**src/rtl/uart_rx_fifo_pkg.sv**
```systemverilog
// Shared UART defines: byte width and FIFO sizing helpers used by the
// receiver, the receive buffer and its reusable FIFO core.
package uart_rx_fifo_pkg;

  localparam int unsigned UART_BYTE_WIDTH = 8;
  localparam int unsigned UART_DATA_WIDTH = UART_BYTE_WIDTH;
  localparam int unsigned UART_FIFO_DEPTH_LOG2 = 4;

  // Number of entries for a FIFO addressed by log2 bits of pointer.
  function automatic int unsigned fifo_depth(input int unsigned log2);
    return 32'd1 << log2;
  endfunction

endpackage

```
**src/rtl/uart_rx_fifo_sync_fifo.sv**
```systemverilog
// Generic synchronous FIFO with registered pointers and count; head entry is
// presented show-ahead. Write while full is accepted only if a read frees a slot.
module sync_fifo
  import uart_rx_fifo_pkg::*;
#(
  parameter int unsigned DEPTH_LOG2 = UART_FIFO_DEPTH_LOG2,
  parameter int unsigned DATA_WIDTH = UART_DATA_WIDTH
) (
  input  logic                  clk,
  input  logic                  reset,
  input  logic                  wr_en,
  input  logic [DATA_WIDTH-1:0] wr_data,
  input  logic                  rd_en,
  output logic [DATA_WIDTH-1:0] rd_data,
  output logic                  full,
  output logic                  empty,
  output logic [DEPTH_LOG2:0]   count
);

  localparam int unsigned DEPTH = fifo_depth(DEPTH_LOG2);
  localparam int unsigned CNT_W = DEPTH_LOG2 + 1;

  logic [DATA_WIDTH-1:0] mem [DEPTH];
  logic [DEPTH_LOG2-1:0] wr_ptr;
  logic [DEPTH_LOG2-1:0] rd_ptr;
  logic [CNT_W-1:0]      cnt;
  logic                  rd_fire;
  logic                  wr_fire;

  assign empty   = (cnt == '0);
  assign full    = (cnt == CNT_W'(DEPTH));
  assign count   = cnt;
  assign rd_data = mem[rd_ptr];

  // A read on a full FIFO makes room for a write in the same cycle.
  assign rd_fire = rd_en & ~empty;
  assign wr_fire = wr_en & (~full | rd_fire);

  always_ff @(posedge clk) begin
    if (reset) begin
      wr_ptr <= '0;
      rd_ptr <= '0;
      cnt    <= '0;
    end else begin
      if (wr_fire) begin
        wr_ptr <= wr_ptr + DEPTH_LOG2'(1);
      end
      if (rd_fire) begin
        rd_ptr <= rd_ptr + DEPTH_LOG2'(1);
      end
      case ({wr_fire, rd_fire})
        2'b10:   cnt <= cnt + CNT_W'(1);
        2'b01:   cnt <= cnt - CNT_W'(1);
        default: cnt <= cnt;
      endcase
    end
  end

  // Storage is not reset; stale contents are hidden by the count.
  always_ff @(posedge clk) begin
    if (!reset && wr_fire) begin
      mem[wr_ptr] <= wr_data;
    end
  end

endmodule

```
**src/rtl/uart_rx_fifo.sv**
```systemverilog
// UART receive buffer: captures one byte per rising edge of the receiver's
// ready flag, queues it, and reports fill level and a sticky overrun flag.
module uart_rx_fifo
  import uart_rx_fifo_pkg::*;
#(
  parameter int unsigned DEPTH_LOG2 = UART_FIFO_DEPTH_LOG2,
  parameter int unsigned DATA_WIDTH = UART_DATA_WIDTH
) (
  input  logic                  I_clk,
  input  logic                  I_reset,
  input  logic                  I_rx_ready,
  input  logic [DATA_WIDTH-1:0] I_rx_data,
  input  logic                  I_read,
  input  logic                  I_clear_overrun,
  output logic [DATA_WIDTH-1:0] O_data,
  output logic                  O_valid,
  output logic                  O_full,
  output logic [DEPTH_LOG2:0]   O_count,
  output logic                  O_overrun
);

  logic                  rx_prev;
  logic                  wr_req;
  logic                  drop;
  logic                  overrun;
  logic                  fifo_full;
  logic                  fifo_empty;
  logic [DEPTH_LOG2:0]   fifo_count;
  logic [DATA_WIDTH-1:0] head;

  // rx_prev resets high so a level already present at reset release is ignored.
  always_ff @(posedge I_clk) begin
    if (I_reset) begin
      rx_prev <= 1'b1;
    end else begin
      rx_prev <= I_rx_ready;
    end
  end

  assign wr_req = I_rx_ready & ~rx_prev;
  assign drop   = wr_req & fifo_full & ~I_read;

  sync_fifo #(
    .DEPTH_LOG2 (DEPTH_LOG2),
    .DATA_WIDTH (DATA_WIDTH)
  ) u_fifo (
    .clk     (I_clk),
    .reset   (I_reset),
    .wr_en   (wr_req),
    .wr_data (I_rx_data),
    .rd_en   (I_read),
    .rd_data (head),
    .full    (fifo_full),
    .empty   (fifo_empty),
    .count   (fifo_count)
  );

  // A new drop takes precedence over a clear in the same cycle.
  always_ff @(posedge I_clk) begin
    if (I_reset) begin
      overrun <= 1'b0;
    end else if (drop) begin
      overrun <= 1'b1;
    end else if (I_clear_overrun) begin
      overrun <= 1'b0;
    end
  end

  assign O_valid   = ~fifo_empty;
  assign O_full    = fifo_full;
  assign O_count   = fifo_count;
  assign O_overrun = overrun;
  assign O_data    = fifo_empty ? '0 : head;

endmodule

```
**config.mk**
```make
export PLATFORM = sky130hd
export DESIGN_NAME = uart_rx_fifo
export DESIGN_NICKNAME = d
export VERILOG_FILES = /design/src/rtl/uart_rx_fifo_pkg.sv /design/src/rtl/uart_rx_fifo_sync_fifo.sv /design/src/rtl/uart_rx_fifo.sv
export SDC_FILE = /design/constraint.sdc
export NUM_CORES = 1
export LEC_CHECK = 0
export ABC_AREA = 1
export CAP_MARGIN = 25
export CORE_ASPECT_RATIO = 2
export CORE_MARGIN = 2
export CORE_UTILIZATION = 40
export DETAILED_ROUTE_END_ITERATION = 7
export SETUP_SLACK_MARGIN = 0.15
export SYNTH_ARGS = -nofsm -noshare
export SYNTH_HDL_FRONTEND = slang
export SYNTH_SLANG_ARGS = --single-unit
export TNS_END_PERCENT = 20
```
**constraint.sdc**
```tcl
create_clock -name I_clk -period 2.3 [get_ports I_clk]
set_input_delay 0.575 -clock I_clk [delete_from_list [all_inputs] [get_ports I_clk]]
set_output_delay 0.575 -clock I_clk [all_outputs]
set_load 0.01 [all_outputs]
```
# --- Yosys cells after proc, flatten, opt, wreduce, memory -nomap -nowiden ---
# Memories as Yosys holds them, arrays and structs flattened. A register that Yosys moved wholly into a read port is not among the register bits.
# Index checks and enable logic that the tools add are counted.
word_totals:
  regBits: 15
  ramBits: 128
  inputBits: 13
  output_inout_bits: 16
  n_memories: 1
op_classes:
  addsub: 4
  eq_ne: 3
  mux: 8
  bitwise_logic: 10
  n_reduce_logical: 5
mem_list:
  columns: ["memory", "words", "word_bits", "rd", "rd_ports_with_merged_regs", "write_ports", "line", "source"]
  rows:
  - ["u_fifo.mem", 16, 8, 1, 1, 1, "uart_rx_fifo_sync_fifo.sv:23", "logic [DATA_WIDTH-1:0] mem [DEPTH];"]
ops:
  columns: ["operator", "count"]
  rows:
  - ["$pmux W5 S2", 1]
  - ["$add A4 B1 Y4 const B", 2]
  - ["$mux W4", 2]
  - ["$mux W8", 1]
  - ["$add A5 B1 Y5 const B", 1]
  - ["$and A1 B1 Y1", 5]
  - ["$eq A5 B5 Y1 const B", 1]
  - ["$logic_not A5 Y1", 1]
  - ["$sub A5 B1 Y5 const B", 1]
  - ["$mux W1", 4]
  - ["$not A1 Y1", 4]
  - ["$reduce_bool A2 Y1", 2]
  - ["$eq A2 B1 Y1 const B", 1]
  - ["$eq A2 B2 Y1 const B", 1]
  - ["$logic_and A1 B1 Y1", 1]
  - ["$logic_not A1 Y1", 1]
  - ["$or A1 B1 Y1", 1]

# --- Longest topological paths before layout ---
logic_depth:
  ltp_word: 8
  depth_mapped: 16
  mapped_depth_nobuf: 16

# --- Cells and area by module ---
# From an unflattened synthesis, not the netlist that was laid out.
hier_totals:
  cells_unflattened: 570
  area_unflattened_um2: 6419.9
by_module_without_submodules:
  columns: ["mod", "n_inst", "cells_per_inst", "area_per_inst_um2", "seq_area_each_um2"]
  rows:
  - ["sync_fifo", 1, 541, 6267.3, 4184.0]
  - ["uart_rx_fifo", 1, 29, 152.6, 40.0]

# --- Worst setup path after synthesis ---
# OpenSTA, ideal clock, no wires.
synth_timing:
  path_kind: "input to register"
  start: "input port I_rx_ready"
  end: "register u_fifo.cnt[4], in the netlist u_fifo.count[4]"
  setup_ns: 0.115
  t_arrival_ns: 1.775
  slack_ns: 0.410
  path_stages: 13
  path_cell_list: "nand2_2 -> nand3_4 -> inv_2 -> or2_4 -> nand2_1 -> inv_1 -> ha_1 -> inv_1 -> nand2_1 -> nand4_1 -> nand3_1 -> a21oi_1 -> nor2_1"
synth_between:
  elab_chain_len: 4
synth_rtl:
  columns: ["item", "line", "source"]
  rows:
  - ["from (decl)", "uart_rx_fifo.sv:11", "input logic I_rx_ready,"]
  - ["$and A1 B1 Y1 *", "uart_rx_fifo.sv:40", "assign wr_req = I_rx_ready & ~rx_prev;"]
  - ["$and A1 B1 Y1 *", "uart_rx_fifo_sync_fifo.sv:37", "assign wr_fire = wr_en & (~full | rd_fire);"]
  - ["$eq A2 B1 Y1 / $eq A2 B2 Y1 (equally long branches)", "uart_rx_fifo_sync_fifo.sv:51", "case ({wr_fire, rd_fire})"]
  - ["$pmux W5 S2 / $reduce_bool A2 Y1 (equally long branches)", null, null]
  - ["to (signal assigned)", "uart_rx_fifo_sync_fifo.sv:52", "2'b10: cnt <= cnt + CNT_W'(1);"]
  - ["to (signal assigned)", "uart_rx_fifo_sync_fifo.sv:53", "2'b01: cnt <= cnt - CNT_W'(1);"]
  - ["to (signal assigned)", "uart_rx_fifo_sync_fifo.sv:54", "default: cnt <= cnt;"]
  - ["to (decl)", "uart_rx_fifo_sync_fifo.sv:26", "logic [CNT_W-1:0] cnt;"]
# Mark *: on every way between the ends. The rest lies on a longest branch, timed or not.
# A chain may end at the register's enable or synchronous reset.

==> results.sh <==
export IMPL_r2r_start="u_fifo.count[0]"
export IMPL_regArea_mm2=0.00423
export IMPL_relSlewSlack_pct=55.8
export IMPL_fillers=1282
export IMPL_grt_max_degree=27
export IMPL_holdPathStages=2
export IMPL_ant_nets=0
export IMPL_synth_edf_count=128
export IMPL_cts_tree="built"
export IMPL_crit_required_ps=1730
export IMPL_ys_warn_count=0
export IMPL_synthAdderAreaFrac_pct=1.45
export IMPL_power_mw=8.06
export IMPL_synth_seq_cells=147
export IMPL_cp_slowest_stage_delay_ps=450
export IMPL_syn_cell_area_mm2=0.00602
export IMPL_power_leakage_nw=2.78
export IMPL_num_antenna_cells=0
export IMPL_drtIter0Drc=358
export IMPL_synthMuxAreaShare_pct=0
export IMPL_drt_met1_wl_mm=5.34
export IMPL_grtUsageTotal_pct=19.4
export IMPL_htree_levels=4
export IMPL_vias=4257
export IMPL_worst_pin_slew_ps=661
export IMPL_insertion_delay_ps=430
export IMPL_drt_total_wl_mm=15.0
export IMPL_hold_buffers=0
export IMPL_synth_compound_area_share_pct=13.1
export IMPL_worstPathArrival_ps=1910
export IMPL_port_buffers=28
export IMPL_cp_depth=7
export IMPL_hold_start="u_fifo.rd_ptr[3]"
export IMPL_synth_flop_cell="edfxtp_1"
export IMPL_start_util_pct=40.8
export IMPL_violations="setup timing"
export IMPL_timing_final_ws_setup_ps=-185
export IMPL_root_buffer="clkbuf_16"
export IMPL_period_share_pct=108
export IMPL_synth_xor_area_share_pct=0.145
export IMPL_holdPathEnd="u_fifo.rd_ptr[3]"
export IMPL_yosys_area_share_simple_pct=11.6
export IMPL_layout_nets=605
export IMPL_dr_wl_met2_mm=8.53
export IMPL_hpwlAfterDp_mm=9.97
export IMPL_multi_input_area_mm2=0.00163
export IMPL_syn_num_nets=520
export IMPL_outcome="finished, violations left"
export IMPL_endpoint_kind="primary output"
export IMPL_synth_seq_area_share_pct=70.2
export IMPL_synth_distinct_cells=30
export IMPL_fp_dieArea_mm2=0.0161
export IMPL_die_y_um=178
export IMPL_hold_viol=0
export IMPL_critPathTopFamily="compound AO/OA/AOI/OAI gates"
export IMPL_num_rows=63
export IMPL_syn2layout_area_growth_pct=28.9
export IMPL_io_pins=29
export IMPL_clk_pin_slew_ps=60
export IMPL_start_kind="flop"
export IMPL_rsz0062_at_grt="yes"
export IMPL_final_core_util_pct=52.6
export IMPL_ir_worst_vdd_mv=0.678
export IMPL_grt_pass1_wl_mm=23.1
export IMPL_critPathSlowestCell="dfxtp_4"
export IMPL_via_per_inst=5.37
export IMPL_layout_drive_gt1_share_pct=22.6
export IMPL_synth_top_family_by_area="compound AO/OA/AOI/OAI gates"
export IMPL_core_mm2=0.0147
export IMPL_syn_inst=500
export IMPL_antenna_found_initial=0
export IMPL_crit_chain="buf_12 -> clkbuf_16 -> o21ai_0 -> o221ai_1 -> nand3_1 -> a21oi_1 -> buf_4"
export IMPL_fmax_ghz=0.402
export IMPL_rr_worst_depth=17
export IMPL_fin_cells=793
export IMPL_clkSinkCount=147
export IMPL_crit_type="flop to primary output"
export IMPL_fin_skew_ps=10.8
export IMPL_final_max_slew_viol_count=0
export IMPL_dieWidth_um=90.8
export IMPL_top_layer_used="met4"
export IMPL_pwr_density_cell_mw_per_mm2=1040
export IMPL_hold_class="flop to flop"
export IMPL_wl_per_cell_um=19.0
export IMPL_finalSetupTns_ps=-1170
export IMPL_rr_endpoint="u_fifo.count[4]"
export IMPL_ys_async_sr_fraction_pct=0
export IMPL_period_needed_ps=2490
export IMPL_placed_cells=754
export IMPL_clk_path_buf_depth=2
export IMPL_drt_pass1_iter_count=5
export IMPL_path_max_fanout=13
export IMPL_drc=0
export IMPL_gp_congestion=0.812
export IMPL_setup_viol=8
export IMPL_dr_wl_met3_um=531
export IMPL_worst_path_buf_inv=3
export IMPL_r2r_slack_ps=350
export IMPL_grt_pass1_vias=4454
export IMPL_drv_cap=0
export IMPL_cts_buffers=17
export IMPL_pre_cts_slack_ps=-264
export IMPL_avgSynthCellArea_um2=12.0
export IMPL_grt_overflow=0
## logic make-up (layout without fill, tap and decap cells)
| family | count (synthesis) | count (layout) |
|---|---|---|
| and+or+nand+nor | 158 | 158 |
| buffers and inverters | 52 | 150 |
| DFF | 147 | 147 |
| AOI/OAI and AO/OA | 135 | 135 |
| adders and majority gates | 7 | 7 |
| xor gates and xnor gates | 1 | 1 |
## flip-flops by register name (all words and copies together), names as in the netlist, named ones only
register / flops
u_fifo.mem: 128
u_fifo.count: 5
rx_prev: 1
u_fifo.wr_ptr: 4
O_overrun: 1
u_fifo.rd_ptr: 4
## report_power, final
group | switching [mW] | leakage, nW | internal [mW]
Combinational | 1.28 | 1.18 | 1.06
Clock | 1.02 | 0.290 | 1.63
Sequential | 0.0911 | 1.31 | 2.97
Total | 2.40 | 2.78 | 5.66
## worst min-delay path, stage by stage (launching register included)
cell and delay [ps]:
dfxtp_1 300, inv_1 50, a21oi_1 70
## timing repair
action / 4_1_cts / 5_1_grt
setup endpoints to repair: 10 / 33
pin swaps: 5 / 1
buffers inserted: 1 / 2
cloned: 2 / 2
hold endpoints to repair: 0 / 0
gates resized for setup: 60 / 9
## metal layers
layer / track usage [%] / vias to the layer above
met3: 3.69 / 36
met2: 36.9 / 122
met1: 19.6 / 2097
met5: 0 / -
met4: 10.7 / 0
li1: - / 2002
## final cells by class
cell class              count  area share [%]
well taps                 195            3.14
inverters                  28            1.48
repair buffers             90            12.3
clock inverters             6           0.500
clock buffers              26            7.00
flip-flops and latches    147            54.5
multi-input cells         301            21.1
## cell usage in the layout, fill, tap and decap left out, types with 4 or more instances in the layout
cell type,count
dfxtp_1,16
edfxtp_1,128
buf_12,13
nor2_2,7
o21ai_1,10
nand3_1,20
inv_1,21
o221ai_1,20
inv_2,5
ha_1,7
nor2_1,92
clkbuf_16,22
buf_2,7
nand4_1,4
clkdlybuf4s50_1,18
o21ai_0,67
o22ai_1,11
nand2_1,22
nand2_2,4
a21oi_1,18
clkbuf_1,4
buf_4,44
## cell usage after synthesis (2+ instances only)
library cell,count,share of area [%]
dfxtp_1,19,6.3
nand3_1,22,1.8
nor2_1,97,6.0
nor2_2,3,0.31
edfxtp_1,128,64
o22ai_1,12,1.2
o21ai_0,72,6.0
ha_1,7,1.5
inv_2,7,0.44
a21oi_1,20,1.7
nand2_2,3,0.31
o21ai_1,7,0.58
inv_1,21,1.3
clkbuf_1,11,0.69
o221ai_1,20,2.9
nand4_1,4,0.42
nand3_4,2,0.58
nand2_1,23,1.4
buf_2,11,0.91
## worst max-delay path by stage
stage / start / endpoint
finish: flop / O_data[0]
global route: flop / O_data[5]
CTS: flop / O_data[0]
detailed placement: I_read / u_fifo.mem[8][5]
global placement: I_read / u_fifo.mem[8][5]
floorplan: I_rx_ready / u_fifo.count[4]
## metrics by stage
| stage | hold slack [ps] | instance area (µm²) |
|---|---|---|
| floorplan | 436 | 6020 |
| global placement | 453 | 6980 |
| detailed placement | 457 | 6980 |
| CTS | 468 | 7650 |
| global route | 510 | 7760 |
| finish | 462 | 7760 |
Power figures use the tool's default switching activity.
==> variant 1, RTL diff (config.mk and constraints unchanged) <==
Put a register stage on the output `O_count`. The value now appears one clock later. The other outputs are not delayed to match.
--- a/src/rtl/uart_rx_fifo.sv
+++ b/src/rtl/uart_rx_fifo.sv
@@ -68,7 +68,9 @@
 
   assign O_valid   = ~fifo_empty;
   assign O_full    = fifo_full;
-  assign O_count   = fifo_count;
+  always_ff @(posedge I_clk) begin
+    O_count <= fifo_count;
+  end
   assign O_overrun = overrun;
   assign O_data    = fifo_empty ? '0 : head;
 
Formal check against the unedited RTL: not equivalent (a bounded check fails within 4 cycles, from zero or initial values and one cycle with I_reset high).
==> variant 1 against the unedited design <==
  * The run still ends with setup timing left
  * Sequential cell count rose by 5
  * Sequential share of layout area rose by 0.98 points
  * Non-clock buffer count rose by 5
  * Power rose by 12%
  * Routed wire length rose by 0.41%
  * Area after synthesis rose by 0.98%
  * Worst setup slack got worse by 4.0 ps
  * Combinational power rose by 31%
  * Cell area rose by 0.53%
  * Count of clock-buffer cells in the layout fell by 7
  * Critical path type unchanged
  * Critical endpoint is now O_data[2]
  * Largest power group unchanged
==> variant 1: results (changes against the unedited design) <==
comb pwr 3.07 mW (+31%); GRT Total Usage 19.6% (+0.13 points); vias in the first global route 4419 (-0.79%); Nets 616 (+1.8%); failing checks setup timing; GP Congestion 0.836 (+3.0%); crit-path leading delay family buffers and inverters; worst-path maximum fanout 12 (-1); synth top area cells edfxtp_1 (63%), dfxtp_1 (7.9%), o21ai_0 (6.6%), nor2_1 (6.2%), o221ai_1 (2.9%); sequential element share of the synthesized area 71.1% (+0.97 points); RR Startpoint u_fifo.count[1]$_SDFFE_PP0P_; maximum VDD drop 0.000819 V (+21%); Reg2Reg Depth 12 (-5); worst-skew pair later-pin latency 410 ps (-20 ps); # setup viols final 8 (unchanged); WHS 361 ps (-101 ps); share of cells above drive strength 1 21.5% (-1.1 points); max incr delay on CP 380 ps (-70 ps); via count 4273 (+0.38%); worst setup margin -189 ps (-4.02 ps); Logic pwr share 34.1% (+5.0 points); pre-CTS setup slack -242 ps (+22.1 ps); Net Sw Frac 32.0% (+2.3 points); die width 91.2 um (+0.47%); first-pass GRT wire length 23700 um (+2.5%); syn nets 526 (+1.2%); Non-Filler Instances 804 (+1.4%); fraction of area in multi-input gates 20.4% (-0.69 points); drt total wl 15100 um (+0.41%); largest net degree at the start of global routing 21 (-22%); most instantiated cells after synthesis edfxtp_1 (128), nor2_1 (100), o21ai_0 (80), inv_1 (26); Cells after DPL 763 (+1.2%); Seq. cell area 0.00433 mm2 (+2.3%); Hold Crit Depth 0 (-2); CLK BUF 19 (-27%); Initial DRC Count 332 (-7.3%); FF+latch count, synth 152 (+3.4%); outcome finished, violations left; Non-clk bufs 95 (+5.6%)
-- variant 1: logic make-up (layout without fill, tap and decap cells) --
kind of cell / after synthesis / count (layout) / synth area share [%]
and+or+nand+nor: 160 / 160 / 11.1
adders and majority gates: 7 / 7 / 1.44
DFF: 152 / 152 / 71.1
AOI/OAI and AO/OA: 135 / 135 / 12.8
buffers and inverters: 52 / 155 / 3.52
-- variant 1: worst reg2reg max path, delay by kind of cell (launching register included) --
| family | cells | cell delay (ps) |
|---|---|---|
| simple gates | 7 | 670 |
| flops | 1 | 350 |
| compound gates | 1 | 150 |
| buf+inv | 3 | 340 |
| fa+ha+maj | 1 | 310 |
-- variant 1: metal layers --
metal | share of wire (%) | GRT usage (%) | up-vias
met1 | 36 | 19.9 | 2069
met2 | 57 | 37.1 | 136
met5 | 0 | 0 | -
met4 | 3.1 | 9.66 | 0
met3 | 4.2 | 4.18 | 32
li1 | - | - | 2036
==> variant 2, RTL diff (same flow settings) <==
Without the edit above. Change the package constant `UART_FIFO_DEPTH_LOG2` from 4 to 5.
--- a/src/rtl/uart_rx_fifo_pkg.sv
+++ b/src/rtl/uart_rx_fifo_pkg.sv
@@ -4,7 +4,7 @@
 
   localparam int unsigned UART_BYTE_WIDTH = 8;
   localparam int unsigned UART_DATA_WIDTH = UART_BYTE_WIDTH;
-  localparam int unsigned UART_FIFO_DEPTH_LOG2 = 4;
+  localparam int unsigned UART_FIFO_DEPTH_LOG2 = 5;
 
   // Number of entries for a FIFO addressed by log2 bits of pointer.
   function automatic int unsigned fifo_depth(input int unsigned log2);
Interface: changed (resized O_count); port bits go from 29 to 30. The function was not compared with the original's and may differ.
==> variant 2 against the unedited design <==
  * The flow still finishes with violations (setup timing)
  * Utilization fell by 1.1 points
  * Critical path type unchanged
  * Power rose by 76%
  * Routed wire length rose by 98%
  * Sequential cell count rose by 132
  * Die area rose by 84%
  * Cell area rose by 86%
  * Final cell count rose by 82%
  * Worst setup slack got worse by 400 ps
  * Register-to-register slack barely moved
  * Area after synthesis rose by 87%
==> variant 2: results (changes against the unedited design) <==
RR Endpoint u_fifo.mem[23][7]$_DFFE_PP_; failing checks setup timing; worst-path maximum fanout 9 (-4); number of distinct library cells after synthesis 35 (+17%); synth top area cells edfxtp_1 (68%), nor2_1 (6.3%), o21ai_0 (6.1%), dfxtp_1 (4.1%), o221ai_1 (4.0%); Rel. slew slack 59.5% (+3.7 points); Port-buffer cells 29 (+3.6%); vias in the first global route 7960 (+79%); dpl hpwl 18100 um (+82%); maximum VDD drop 0.000597 V (-12%); syn nets 925 (+78%); max FFs per register 256 (+100%); worst-skew pair later-pin latency 550 ps (+120 ps); # setup viols final 9 (+1); min-delay worst type flip-flop to flip-flop; Reg2Reg Depth 9 (-8); WL/cell 20.6 um (+8.8%); share of cells above drive strength 1 24.9% (+2.3 points); worst setup margin -587 ps (-402 ps); worst min-delay path startpoint O_overrun$_SDFFE_PP0P_; number of synthesized flops with an enable pin 256 (+100%); Vias/cell 5.51 (+2.7%); H-tree Lvls 1 (-3); sequential element share of the synthesized area 72.3% (+2.1 points); Worst R2R Setup Slack 350 ps (about the same); largest net degree at the start of global routing 33 (+22%); most instantiated cells after synthesis edfxtp_1 (256), nor2_1 (189), o21ai_0 (138), o221ai_1 (52), nand2_1 (47); clk buf depth 3 (+1); Initial DRC Count 901 (+150%); outcome finished, violations left; GRT Total Usage 20.5% (+1.1 points); Worst Setup EP O_data[7]; pre-CTS setup slack -461 ps (-197 ps); TritonCTS Buffers 26 (+9); Nets 1089 (+80%); RR Startpoint u_fifo.count[4]$_SDFFE_PP0P_; GP Congestion 0.866 (+6.6%)
## variant 2: changes by cell type in the layout (fill, tap and decap cells not counted), sizes merged, moves of 6 or more
cell,before,now
a21oi,22,13
buf,68,168
clkbuf,28,35
clkinv,5,11
edfxtp,128,256
nand2,26,49
nand3,24,39
nor2,101,191
o211ai,1,7
o21ai,79,149
o221ai,20,52
## variant 2: cell type report
cell class | count | area [um2]
Multi-Input combinational cell | 539 | 2970
Sequential cell | 279 | 8160
Fill cell | 2337 | 13600
Tap cell | 356 | 445
Clock inverter | 14 | 123
Clock buffer | 33 | 698
Timing Repair Buffer | 190 | 1880
Inverter | 34 | 140
## variant 2: cells by family after synthesis
logic type | Yosys count | synth area share (%)
and+or+nand+nor | 291 | 10.6
DFF | 279 | 72.3
AOI/OAI and AO/OA | 240 | 12.9
buffers and inverters | 88 | 3.48
adders and majority gates | 6 | 0.666
xor gates and xnor gates | 2 | 0.155
## variant 2: where the power goes
group          internal [mW]  leakage [nW]  switching, mW
clock                   2.37         0.396           1.83
sequential              5.61          2.49         0.0822
combinational           1.94          2.19           2.35
## variant 2: what timing repair did
item,CTS,global route
setup buffers,22,3
resized for setup,145,27
setup endpoints to repair,15,11
pin swaps,65,32
cloned,5,1
## variant 2: worst min-delay path by stage
stage	to	slack [ps]	cells after the start
2_1_floorplan	flip-flop	460	1
3_3_place_gp	O_overrun$_SDFFE_PP0P_	450	2
3_5_place_dp	O_overrun$_SDFFE_PP0P_	460	2
4_1_cts	O_overrun$_SDFFE_PP0P_	470	2
5_1_grt	O_overrun$_SDFFE_PP0P_	510	2
6_report	O_overrun$_SDFFE_PP0P_	470	2
## variant 2: critical path, stage by stage, from the launching register on
cell      delay [ps]
dfxtp_4          390
clkinv_8          80
buf_6            110
buf_12           120
buf_8            130
o21ai_1           60
o221ai_1         210
nand3_1          110
o211ai_1         200
nand2_1          110
nor2_1           110
buf_2            140
## variant 2: per-stage QoR
stage	cell area (um2)	setup TNS, ps	instances	utilization [%]
4_1_cts	14300	-4640	1441	51.1
6_report	14400	-4640	1445	51.5
3_5_place_dp	12900	-55690	1367	46.1
3_3_place_gp	12900	-43880	1367	46.1
5_1_grt	14400	-5420	1445	51.5
2_1_floorplan	11300	0	906	-
## variant 2: per-layer routing
metal  share of wire [%]  GRT usage [%]
met3                 6.3           2.82
met5                   0              0
met2                  52           36.6
met1                  39           25.4
met4                 2.7           6.62
